[src/rtl/procyon_mhq_entry_beats_if.sv]
// Bus between one MHQ entry and the MHQ top: lookup, update, BIU handshake/beats, fill launch.
// The entry connects through 'slave'; the MHQ top (or a bench) drives through 'master'.
interface procyon_mhq_entry_beats_if #(
  parameter int OPTN_ADDR_WIDTH    = 32,
  parameter int OPTN_DC_LINE_SIZE  = 32,
  parameter int OPTN_BIU_DATA_SIZE = 8
);
  localparam int DC_LINE_WIDTH   = OPTN_DC_LINE_SIZE * 8;
  localparam int DC_OFFSET_WIDTH = $clog2(OPTN_DC_LINE_SIZE);
  localparam int LINE_ADDR_WIDTH = OPTN_ADDR_WIDTH - DC_OFFSET_WIDTH;

  logic                          o_mhq_entry_valid;
  logic                          o_mhq_entry_complete;
  logic                          o_mhq_entry_dirty;
  logic [LINE_ADDR_WIDTH-1:0]    o_mhq_entry_addr;
  logic [DC_LINE_WIDTH-1:0]      o_mhq_entry_data;
  logic [OPTN_DC_LINE_SIZE-1:0]  o_mhq_entry_byte_valid;

  logic [LINE_ADDR_WIDTH-1:0]    i_lookup_addr;
  logic [OPTN_DC_LINE_SIZE-1:0]  i_lookup_byte_select;
  logic                          o_lookup_hit;
  logic                          o_lookup_data_ready;

  logic                          i_update_en;
  logic                          i_update_we;
  logic [DC_LINE_WIDTH-1:0]      i_update_wr_data;
  logic [OPTN_DC_LINE_SIZE-1:0]  i_update_byte_select;
  logic [LINE_ADDR_WIDTH-1:0]    i_update_addr;
  logic [DC_OFFSET_WIDTH-1:0]    i_update_offset;

  logic                          o_biu_req;
  logic                          i_biu_req_ack;
  logic                          i_biu_en;
  logic [OPTN_BIU_DATA_SIZE*8-1:0] i_biu_data;
  logic                          i_fill_launched;

  modport slave (
    output o_mhq_entry_valid, o_mhq_entry_complete, o_mhq_entry_dirty,
           o_mhq_entry_addr, o_mhq_entry_data, o_mhq_entry_byte_valid,
           o_lookup_hit, o_lookup_data_ready, o_biu_req,
    input  i_lookup_addr, i_lookup_byte_select,
           i_update_en, i_update_we, i_update_wr_data, i_update_byte_select,
           i_update_addr, i_update_offset,
           i_biu_req_ack, i_biu_en, i_biu_data, i_fill_launched
  );

  modport master (
    input  o_mhq_entry_valid, o_mhq_entry_complete, o_mhq_entry_dirty,
           o_mhq_entry_addr, o_mhq_entry_data, o_mhq_entry_byte_valid,
           o_lookup_hit, o_lookup_data_ready, o_biu_req,
    output i_lookup_addr, i_lookup_byte_select,
           i_update_en, i_update_we, i_update_wr_data, i_update_byte_select,
           i_update_addr, i_update_offset,
           i_biu_req_ack, i_biu_en, i_biu_data, i_fill_launched
  );
endinterface

[src/rtl/procyon_mhq_entry_beats.sv]
// One MHQ slot: tracks a line miss, fills it beat by beat from the BIU, merges stores per byte.
// Optional PROCYON_MHQ_CRITICAL_BEAT_FIRST_EN starts the fill at the beat holding the requested offset.
module procyon_mhq_entry_beats #(
  parameter int OPTN_ADDR_WIDTH    = 32,
  parameter int OPTN_DC_LINE_SIZE  = 32,
  parameter int OPTN_BIU_DATA_SIZE = 8
) (
  input  logic                           clk,
  input  logic                           n_rst,
  procyon_mhq_entry_beats_if.slave       bus
);
  localparam int DC_LINE_WIDTH   = OPTN_DC_LINE_SIZE * 8;
  localparam int DC_OFFSET_WIDTH = $clog2(OPTN_DC_LINE_SIZE);
  localparam int LINE_ADDR_WIDTH = OPTN_ADDR_WIDTH - DC_OFFSET_WIDTH;
  localparam int BEAT_COUNT      = OPTN_DC_LINE_SIZE / OPTN_BIU_DATA_SIZE;
  localparam int BEAT_IDX_WIDTH  = (BEAT_COUNT > 1) ? $clog2(BEAT_COUNT) : 1;
  localparam int BIU_OFFSET_WIDTH = $clog2(OPTN_BIU_DATA_SIZE);

  typedef enum logic [1:0] {
    INVALID  = 2'd0,
    PENDING  = 2'd1,
    FILLING  = 2'd2,
    COMPLETE = 2'd3
  } state_t;

  state_t                        state_q, state_d;
  logic                          dirty_q, dirty_d;
  logic [OPTN_DC_LINE_SIZE-1:0]  byte_valid_q, byte_valid_d;
  logic [OPTN_DC_LINE_SIZE-1:0]  byte_updated_q, byte_updated_d;
  logic [DC_LINE_WIDTH-1:0]      data_q, data_d;
  logic [LINE_ADDR_WIDTH-1:0]    addr_q;
  logic [BEAT_IDX_WIDTH-1:0]     beat_cnt_q;
  logic [BEAT_IDX_WIDTH-1:0]     beat_inc;
  logic [BEAT_IDX_WIDTH-1:0]     last_beat;
  logic [BEAT_IDX_WIDTH-1:0]     start_beat;

  logic allocate;
  logic update_ok;
  logic store_en;
  logic beat_fire;

  assign allocate  = bus.i_update_en & (state_q == INVALID);
  // A fill launch in COMPLETE takes priority; a colliding update is dropped.
  assign update_ok = bus.i_update_en & ~((state_q == COMPLETE) & bus.i_fill_launched);
  assign store_en  = update_ok & bus.i_update_we;
  assign beat_fire = (state_q == FILLING) & bus.i_biu_en;

  assign beat_inc  = (BEAT_COUNT == 1) ? '0 : beat_cnt_q + BEAT_IDX_WIDTH'(1);
  assign last_beat = (BEAT_COUNT == 1) ? '0 : start_beat - BEAT_IDX_WIDTH'(1);

`ifdef PROCYON_MHQ_CRITICAL_BEAT_FIRST_EN
  logic [BEAT_IDX_WIDTH-1:0] start_beat_q;

  always_ff @(posedge clk or negedge n_rst) begin
    if (!n_rst) begin
      start_beat_q <= '0;
    end else if (allocate) begin
      start_beat_q <= BEAT_IDX_WIDTH'(bus.i_update_offset >> BIU_OFFSET_WIDTH);
    end
  end

  assign start_beat = start_beat_q;
`else
  logic unused_offset;

  assign unused_offset = ^bus.i_update_offset;
  assign start_beat    = '0;
`endif

  always_ff @(posedge clk or negedge n_rst) begin
    if (!n_rst) begin
      state_q <= INVALID;
    end else begin
      state_q <= state_d;
    end
  end

  always_comb begin
    state_d = state_q;
    case (state_q)
      INVALID:  if (bus.i_update_en) state_d = PENDING;
      PENDING:  if (bus.i_biu_req_ack) state_d = FILLING;
      FILLING:  if (bus.i_biu_en && (beat_cnt_q == last_beat)) state_d = COMPLETE;
      COMPLETE: if (bus.i_fill_launched) state_d = INVALID;
      default:  state_d = INVALID;
    endcase
  end

  // Stores always beat BIU data; a beat byte never overwrites a store-updated byte.
  always_comb begin
    data_d         = data_q;
    byte_valid_d   = byte_valid_q;
    byte_updated_d = byte_updated_q;
    dirty_d        = dirty_q;

    if (allocate) begin
      dirty_d = bus.i_update_we;
    end else if (update_ok) begin
      dirty_d = dirty_q | bus.i_update_we;
    end

    for (int b = 0; b < OPTN_DC_LINE_SIZE; b++) begin
      if (allocate) begin
        byte_valid_d[b]   = store_en & bus.i_update_byte_select[b];
        byte_updated_d[b] = store_en & bus.i_update_byte_select[b];
        if (store_en && bus.i_update_byte_select[b]) begin
          data_d[b*8 +: 8] = bus.i_update_wr_data[b*8 +: 8];
        end
      end else if (store_en && bus.i_update_byte_select[b]) begin
        byte_valid_d[b]   = 1'b1;
        byte_updated_d[b] = 1'b1;
        data_d[b*8 +: 8]  = bus.i_update_wr_data[b*8 +: 8];
      end else if (beat_fire && !byte_updated_q[b] &&
                   (BEAT_IDX_WIDTH'(b / OPTN_BIU_DATA_SIZE) == beat_cnt_q)) begin
        byte_valid_d[b]  = 1'b1;
        data_d[b*8 +: 8] = bus.i_biu_data[(b % OPTN_BIU_DATA_SIZE)*8 +: 8];
      end
    end
  end

  always_ff @(posedge clk or negedge n_rst) begin
    if (!n_rst) begin
      dirty_q        <= 1'b0;
      byte_valid_q   <= '0;
      byte_updated_q <= '0;
      data_q         <= '0;
      addr_q         <= '0;
      beat_cnt_q     <= '0;
    end else begin
      dirty_q        <= dirty_d;
      byte_valid_q   <= byte_valid_d;
      byte_updated_q <= byte_updated_d;
      data_q         <= data_d;
      if (allocate) begin
        addr_q <= bus.i_update_addr;
      end
      if ((state_q == PENDING) && bus.i_biu_req_ack) begin
        beat_cnt_q <= start_beat;
      end else if (beat_fire) begin
        beat_cnt_q <= beat_inc;
      end
    end
  end

  assign bus.o_mhq_entry_valid      = (state_q != INVALID);
  assign bus.o_mhq_entry_complete   = (state_q == COMPLETE);
  assign bus.o_mhq_entry_dirty      = dirty_q;
  assign bus.o_mhq_entry_addr       = addr_q;
  assign bus.o_mhq_entry_data       = data_q;
  assign bus.o_mhq_entry_byte_valid = byte_valid_q;
  assign bus.o_biu_req              = (state_q == PENDING);

  assign bus.o_lookup_hit        = (state_q != INVALID) && (addr_q == bus.i_lookup_addr);
  assign bus.o_lookup_data_ready = bus.o_lookup_hit &&
                                   ((bus.i_lookup_byte_select & ~byte_valid_q) == '0);
endmodule

[src/flat_wrapper.sv]
// flat-port wrapper written by rule: the top's interface ports become plain ports
module procyon_mhq_entry_beats_flat 
#(
  parameter int OPTN_ADDR_WIDTH    = 32,
  parameter int OPTN_DC_LINE_SIZE  = 32,
  parameter int OPTN_BIU_DATA_SIZE = 8
)
  (clk, n_rst, bus_o_mhq_entry_valid, bus_o_mhq_entry_complete, bus_o_mhq_entry_dirty, bus_o_mhq_entry_addr, bus_o_mhq_entry_data, bus_o_mhq_entry_byte_valid, bus_o_lookup_hit, bus_o_lookup_data_ready, bus_o_biu_req, bus_i_lookup_addr, bus_i_lookup_byte_select, bus_i_update_en, bus_i_update_we, bus_i_update_wr_data, bus_i_update_byte_select, bus_i_update_addr, bus_i_update_offset, bus_i_biu_req_ack, bus_i_biu_en, bus_i_biu_data, bus_i_fill_launched);
  procyon_mhq_entry_beats_if #(.OPTN_ADDR_WIDTH(OPTN_ADDR_WIDTH), .OPTN_DC_LINE_SIZE(OPTN_DC_LINE_SIZE), .OPTN_BIU_DATA_SIZE(OPTN_BIU_DATA_SIZE)) bus_i ();
  input  logic clk;
  input  logic n_rst;
  output wire logic [$bits(bus_i.o_mhq_entry_valid)-1:0] bus_o_mhq_entry_valid;
  output wire logic [$bits(bus_i.o_mhq_entry_complete)-1:0] bus_o_mhq_entry_complete;
  output wire logic [$bits(bus_i.o_mhq_entry_dirty)-1:0] bus_o_mhq_entry_dirty;
  output wire logic [$bits(bus_i.o_mhq_entry_addr)-1:0] bus_o_mhq_entry_addr;
  output wire logic [$bits(bus_i.o_mhq_entry_data)-1:0] bus_o_mhq_entry_data;
  output wire logic [$bits(bus_i.o_mhq_entry_byte_valid)-1:0] bus_o_mhq_entry_byte_valid;
  output wire logic [$bits(bus_i.o_lookup_hit)-1:0] bus_o_lookup_hit;
  output wire logic [$bits(bus_i.o_lookup_data_ready)-1:0] bus_o_lookup_data_ready;
  output wire logic [$bits(bus_i.o_biu_req)-1:0] bus_o_biu_req;
  input wire logic [$bits(bus_i.i_lookup_addr)-1:0] bus_i_lookup_addr;
  input wire logic [$bits(bus_i.i_lookup_byte_select)-1:0] bus_i_lookup_byte_select;
  input wire logic [$bits(bus_i.i_update_en)-1:0] bus_i_update_en;
  input wire logic [$bits(bus_i.i_update_we)-1:0] bus_i_update_we;
  input wire logic [$bits(bus_i.i_update_wr_data)-1:0] bus_i_update_wr_data;
  input wire logic [$bits(bus_i.i_update_byte_select)-1:0] bus_i_update_byte_select;
  input wire logic [$bits(bus_i.i_update_addr)-1:0] bus_i_update_addr;
  input wire logic [$bits(bus_i.i_update_offset)-1:0] bus_i_update_offset;
  input wire logic [$bits(bus_i.i_biu_req_ack)-1:0] bus_i_biu_req_ack;
  input wire logic [$bits(bus_i.i_biu_en)-1:0] bus_i_biu_en;
  input wire logic [$bits(bus_i.i_biu_data)-1:0] bus_i_biu_data;
  input wire logic [$bits(bus_i.i_fill_launched)-1:0] bus_i_fill_launched;
  assign bus_o_mhq_entry_valid = bus_i.o_mhq_entry_valid;
  assign bus_o_mhq_entry_complete = bus_i.o_mhq_entry_complete;
  assign bus_o_mhq_entry_dirty = bus_i.o_mhq_entry_dirty;
  assign bus_o_mhq_entry_addr = bus_i.o_mhq_entry_addr;
  assign bus_o_mhq_entry_data = bus_i.o_mhq_entry_data;
  assign bus_o_mhq_entry_byte_valid = bus_i.o_mhq_entry_byte_valid;
  assign bus_o_lookup_hit = bus_i.o_lookup_hit;
  assign bus_o_lookup_data_ready = bus_i.o_lookup_data_ready;
  assign bus_o_biu_req = bus_i.o_biu_req;
  assign bus_i.i_lookup_addr = bus_i_lookup_addr;
  assign bus_i.i_lookup_byte_select = bus_i_lookup_byte_select;
  assign bus_i.i_update_en = bus_i_update_en;
  assign bus_i.i_update_we = bus_i_update_we;
  assign bus_i.i_update_wr_data = bus_i_update_wr_data;
  assign bus_i.i_update_byte_select = bus_i_update_byte_select;
  assign bus_i.i_update_addr = bus_i_update_addr;
  assign bus_i.i_update_offset = bus_i_update_offset;
  assign bus_i.i_biu_req_ack = bus_i_biu_req_ack;
  assign bus_i.i_biu_en = bus_i_biu_en;
  assign bus_i.i_biu_data = bus_i_biu_data;
  assign bus_i.i_fill_launched = bus_i_fill_launched;
  procyon_mhq_entry_beats #(.OPTN_ADDR_WIDTH(OPTN_ADDR_WIDTH), .OPTN_DC_LINE_SIZE(OPTN_DC_LINE_SIZE), .OPTN_BIU_DATA_SIZE(OPTN_BIU_DATA_SIZE)) u_core (.clk(clk), .n_rst(n_rst), .bus(bus_i));
endmodule
[config.mk]
export PLATFORM = sky130hd
export DESIGN_NAME = procyon_mhq_entry_beats_flat
export DESIGN_NICKNAME = d
export VERILOG_FILES = /design/src/rtl/procyon_mhq_entry_beats_if.sv /design/src/rtl/procyon_mhq_entry_beats.sv /design/src/flat_wrapper.sv
export SDC_FILE = /design/constraint.sdc
export NUM_CORES = 1
export LEC_CHECK = 0
export BUFFER_PORTS_ARGS = -buffer_cell sky130_fd_sc_hd__buf_4
export CAP_MARGIN = 20
export CORE_AREA = 4 4 294 296
export CTS_BUF_LIST = sky130_fd_sc_hd__clkbuf_4 sky130_fd_sc_hd__clkbuf_8 sky130_fd_sc_hd__clkbuf_16
export CTS_CLUSTER_DIAMETER = 200
export DETAILED_ROUTE_END_ITERATION = 7
export DIE_AREA = 0 0 298 300
export GPL_ROUTABILITY_DRIVEN = 0
export PLACE_DENSITY = 0.5
export SLEW_MARGIN = 15
export SYNTH_ARGS = -nofsm -noshare
export SYNTH_HDL_FRONTEND = slang
export SYNTH_SLANG_ARGS = --single-unit
[constraint.sdc]
create_clock -name clk -period 3 [get_ports clk]
set_input_delay 0.6 -clock clk [delete_from_list [all_inputs] [get_ports clk]]
set_output_delay 0.6 -clock clk [all_outputs]
set_load 0.01 [all_outputs]
* Yosys cells after proc, flatten, opt, wreduce, memory -nomap -nowiden
Cells that the tools add are included.
Word-level totals: bits in registers 352, latch bits 0, bits in writable memories 0, ROM bits 0, input bits 450, output and inout port bits 321, word-level logic and storage cells 750, memories 0
Operators by class: add/subtract/negate cells 1, multiply operators 0, div/mod/pow operators 0, magnitude comparators 0, eq/ne operators 44, shifts and indexed selects 0, multiplexer cells 297, bitwise gates (word level) 41, reductions and logical operators 267
Operator list (number):
- two-way mux 8 bit | 128
- two-way mux 1 bit | 162
- nonzero test 2 bit | 67
- logical AND 1 bit | 100
- nonzero test 3 bit | 32
- inequality test 2 bit (second input constant) | 34
- AND reduction 2 bit | 32
- bitwise AND 1 bit | 37
- bitwise AND 32 bit | 1
- zero test 1 bit | 32
- zero test 32 bit | 1
- NOT 32 bit | 1
- equality test 27 bit | 1
- two-way mux 2 bit | 6
- case mux 2 bit (4 select lines) | 1
- equality test 2 bit (second input constant) | 3
- equality test 2 bit (first input constant) | 2
- zero test 2 bit | 2
- inequality test 2 x 1 -> 1 bit (second input constant) | 2
- AND reduction 4 bit | 1
- adder 2 x 1 -> 2 bit (second input constant) | 1
- equality test 1 x 2 -> 1 bit (first input constant) | 1
- equality test 2 x 1 -> 1 bit (second input constant) | 1
- NOT 1 bit | 1
- bitwise OR 1 bit | 1

* Logic depth before layout (Yosys ltp)
depth after elaboration 8, mapped depth 8

* Worst setup path after synthesis
Ideal clock, no wire load.
kind input -> output, start point in bus_i_lookup_byte_select[2], end point out bus_o_lookup_data_ready, arrival time 1606 ps, path slack 794 ps, stages on the path 4, cells stage by stage nor2b_1 -> a2111oi_0 -> nand4_1 -> nor4_1
On the way: cells in the longest elaborated chain, start to end 3
RTL lines:
- start: declaration | RTL line flat_wrapper.sv:22 | input wire logic [$bits(bus_i.i_lookup_byte_select)-1:0] bus_i_lookup_byte_select;
- bitwise AND 32 bit | RTL line procyon_mhq_entry_beats.sv:155 | ((bus.i_lookup_byte_select & ~byte_valid_q) == '0);
- zero test 32 bit | RTL line procyon_mhq_entry_beats.sv:155
- logical AND 1 bit | RTL line procyon_mhq_entry_beats.sv:154 | assign bus.o_lookup_data_ready = bus.o_lookup_hit &&
- end: declaration | RTL line flat_wrapper.sv:19 | output wire logic [$bits(bus_i.o_lookup_data_ready)-1:0] bus_o_lookup_data_ready;
No other way between the ends.

* Final worst setup path
start point reg u_core.byte_valid_q[8] (netlist: u_core.bus.o_mhq_entry_byte_valid[8]), end point out bus_o_lookup_data_ready
On the way: cells in the longest elaborated chain, start to end 4
RTL lines:
- start: declaration | RTL line procyon_mhq_entry_beats.sv:28 | logic [OPTN_DC_LINE_SIZE-1:0] byte_valid_q, byte_valid_d;
- start signal: assignment | RTL line procyon_mhq_entry_beats.sv:131 | byte_valid_q <= byte_valid_d;
- NOT 32 bit | RTL line procyon_mhq_entry_beats.sv:155
- bitwise AND 32 bit | RTL line procyon_mhq_entry_beats.sv:155
- zero test 32 bit | RTL line procyon_mhq_entry_beats.sv:155
- logical AND 1 bit | RTL line procyon_mhq_entry_beats.sv:154
No other way between the ends.

==> flow_metrics.env <==
export IMPL_grt_max_degree=67
export IMPL_worstSetupEndpointType="output pin"
export IMPL_drive_gt1_share_pct=71.1
export IMPL_startpoint_type="register"
export IMPL_area_growth_pct=53.3
export IMPL_worstMarginPinSlew_ps=926
export IMPL_yosysWarnings=0
export IMPL_cts_clk_slew_worst_paths_ps=60
export IMPL_antenna_left=0
export IMPL_path_cells="clkinvlp_4 > a2111oi_4 > buf_6 > nand4_1 > nor4_1 > buf_4 > buf_6"
export IMPL_cp_required_ps=2400
export IMPL_fp_dieW_um=298
export IMPL_power_internal_w=0.0175
export IMPL_dr_pass1_iters=4
export IMPL_finalSetupViolations=1
export IMPL_p_leak_nw=12.4
export IMPL_crit_top_cell="buf_6"
export IMPL_ys_ff_latch=352
export IMPL_synth_cell_type_count=33
export IMPL_yosysMostFrequentCell="mux2_2"
export IMPL_vias=14100
export IMPL_synth_top_cell_by_area="dfrtp_1"
export IMPL_yosysTopAreaCellShare_pct=50.4
export IMPL_setup_ws_ps=-13.0
export IMPL_p_clk_share_pct=22.2
export IMPL_dp_cells=3127
export IMPL_fin_util_pct=32.1
export IMPL_power_density_mw_per_mm2=1000
export IMPL_wl_mm=79.4
export IMPL_final_fill_count=8526
export IMPL_wl_per_cell_um=24.7
export IMPL_final_cells=3217
export IMPL_cp_data_arrival_time_ps=2410
export IMPL_nets=2556
export IMPL_die_h_um=300
export IMPL_p_comb_share_pct=45.1
export IMPL_netlist_area_sq_mm=0.0175
export IMPL_clockBufferDepth=3
export IMPL_grt_pass1_vias=15500
export IMPL_critPathMaxStageDelay_ps=400
export IMPL_cp_max_fo=3
export IMPL_synth_ff_type="dfrtp_1"
export IMPL_whs_ps=15.5
export IMPL_ios=771
export IMPL_hold_buffers=0
export IMPL_syn_num_nets=1704
export IMPL_clock_latency_ps=570
export IMPL_grt_overflow=0
export IMPL_violations="negative setup slack"
export IMPL_htree_levels=2
export IMPL_rsz0062_at_grt="true"
export IMPL_drc=0
export IMPL_max_cap_violations=0
export IMPL_rows=106
export IMPL_grt_use_total_pct=17.0
export IMPL_hold_violations=0
export IMPL_port_buffers=765
export IMPL_total_power_w=0.0269
export IMPL_viasPerCell=4.39
export IMPL_initial_core_util_pct=20.9
export IMPL_maxSlewHeadroom_pct=38.2
export IMPL_synthesis_instances=1246
export IMPL_clock_skew_final_ps=15.5
export IMPL_post_route_period_util_pct=100
export IMPL_power_switching_w=0.00944
export IMPL_initialDrtViolationCount=539
export IMPL_synth_common_cells="513 x mux2_2, 352 x dfrtp_1, 133 x nand2_1"
export IMPL_cts_num_sinks=352
export IMPL_cpMaxStageDelayCell="a2111oi_4"
export IMPL_period_minus_slack_ps=3010
export IMPL_grt_pass1_wl_mm=113
export IMPL_seqPwrFrac_pct=32.7
export IMPL_outcome="finished, violations left"
export IMPL_tns_ps=-13.0
export IMPL_hpwl_mm=63.5
export IMPL_synthTopCellsByArea="dfrtp_1 50%, mux2_2 33%, nand2_1 2.9%, a31oi_2 2.3%, a2bb2oi_4 2.1%"
export IMPL_seq_area_frac_synth_pct=50.4
export IMPL_synth_edf_count=0
export IMPL_crit_type="reg -> out"
export IMPL_netSwitchingFraction_pct=35.1
export IMPL_cts_made_buffers=47
export IMPL_min_path_type="in -> async"
export IMPL_antenna_found_initial=8
export IMPL_peakVddDrop_mv=0.499
export IMPL_fmax_mhz=332
export IMPL_final_max_slew_viol_count=0
export IMPL_dieArea_sq_mm=0.0894
export IMPL_async_flop_share_pct=100
export IMPL_syn_avg_cell_area_sq_um=14.0
export IMPL_clock_root_buffer="clkbuf_16"
export IMPL_coreArea_sq_mm=0.0836
export IMPL_cts_tree="built"
worst max-delay path: cells and delay by family, from the launching register on:
kind | cells | cell delay, ps
flops | 1 | 380
buf+inv | 4 | 720
compound gates | 1 | 400
simple gates | 2 | 340
cells in the final DEF (no fill, tap or decap), drive strengths merged, types with 5 or more instances in the layout:
cell type	instances
nor2b	24
inv	14
diode	6
a2111oi	8
nor4	8
nand3	5
xor2	27
a2bb2oi	32
a22o	32
nand2	134
ha	8
clkinv	8
buf	835
clkbuf	66
mux2	513
bufinv	6
a31oi	32
o21ai	8
dfrtp	352
area by class of cell:
| class | count | area, sq um | share of cell area [%] |
|---|---|---|---|
| tap | 1080 | 1350 | 5.04 |
| clock inverter | 16 | 248 | 0.924 |
| multi-input combinational | 848 | 8520 | 31.8 |
| clock buffer | 66 | 1380 | 5.13 |
| antenna | 6 | 15.0 | 0.0560 |
| timing repair buffer | 835 | 6430 | 24.0 |
| sequential | 352 | 8810 | 32.9 |
| inverter | 14 | 56.3 | 0.210 |
registers in the layout, indices dropped and copies added (netlist names):
register                           flops
u_core.bus.o_mhq_entry_dirty           1
u_core.byte_updated_q                 32
u_core.state_q                         2
u_core.bus.o_mhq_entry_byte_valid     32
u_core.beat_cnt_q                      2
u_core.bus.o_mhq_entry_addr           27
u_core.bus.o_mhq_entry_data          256
final timing paths:
kind                                                            from                          endpoint  slack (ps)  cells after the start
worst max-delay path            u_core.bus.o_mhq_entry_byte_valid[8]           bus_o_lookup_data_ready         -10                      7
worst min-delay path                                           n_rst  u_core.bus.o_mhq_entry_data[214]          20                      1
worst max register to register                     u_core.state_q[0]   u_core.bus.o_mhq_entry_data[19]         300                      7
worst min register to register      u_core.bus.o_mhq_entry_data[136]  u_core.bus.o_mhq_entry_data[136]         500                      1
max in group asynchronous                                      n_rst  u_core.bus.o_mhq_entry_data[193]        2100                      2
min in group clk                                   bus_i_biu_req_ack              u_core.beat_cnt_q[0]         230                      2
stage by stage:
step / instance area (sq um) / setup slack [ps]
after floorplan: 17500 / 794
after global placement: 25100 / -524
after detailed placement: 25100 / -150
after CTS: 26800 / -76.5
after global routing: 26800 / -105
final: 26800 / -13.0
logic make-up after synthesis:
kind of cell,after synthesis,synth area share [%]
mux,514,33.1
flops,352,50.4
simple gates,181,4.66
compound gates,117,8.36
buf+inv,46,1.55
xor+xnor,28,1.40
fa+ha+maj,8,0.572
power groups by stage:
stage,Clock (W),Combinational (W),Sequential (W)
after detailed placement,0,0.0122,0.00885
after global placement,0,0.0121,0.00874
after global routing,0.00638,0.0129,0.00911
after CTS,0.00620,0.0124,0.00881
after floorplan,0,0.00472,0.00955
final,0.00597,0.0121,0.00881
repair_timing:
item                       CTS  global route
setup endpoints to repair    1             1
pin swaps                    7             0
gates resized for setup     18             2
buffers inserted             3             0
routing by layer:
layer	part of all wire (%)	vias to the layer above	track usage [%]
met2	50	509	29.8
met1	41	7235	20.8
met5	0	-	0
li1	-	6289	-
met3	6.8	99	4.31
met4	2.5	0	4.98
Note: power is estimated with default switching activity, not from simulation.
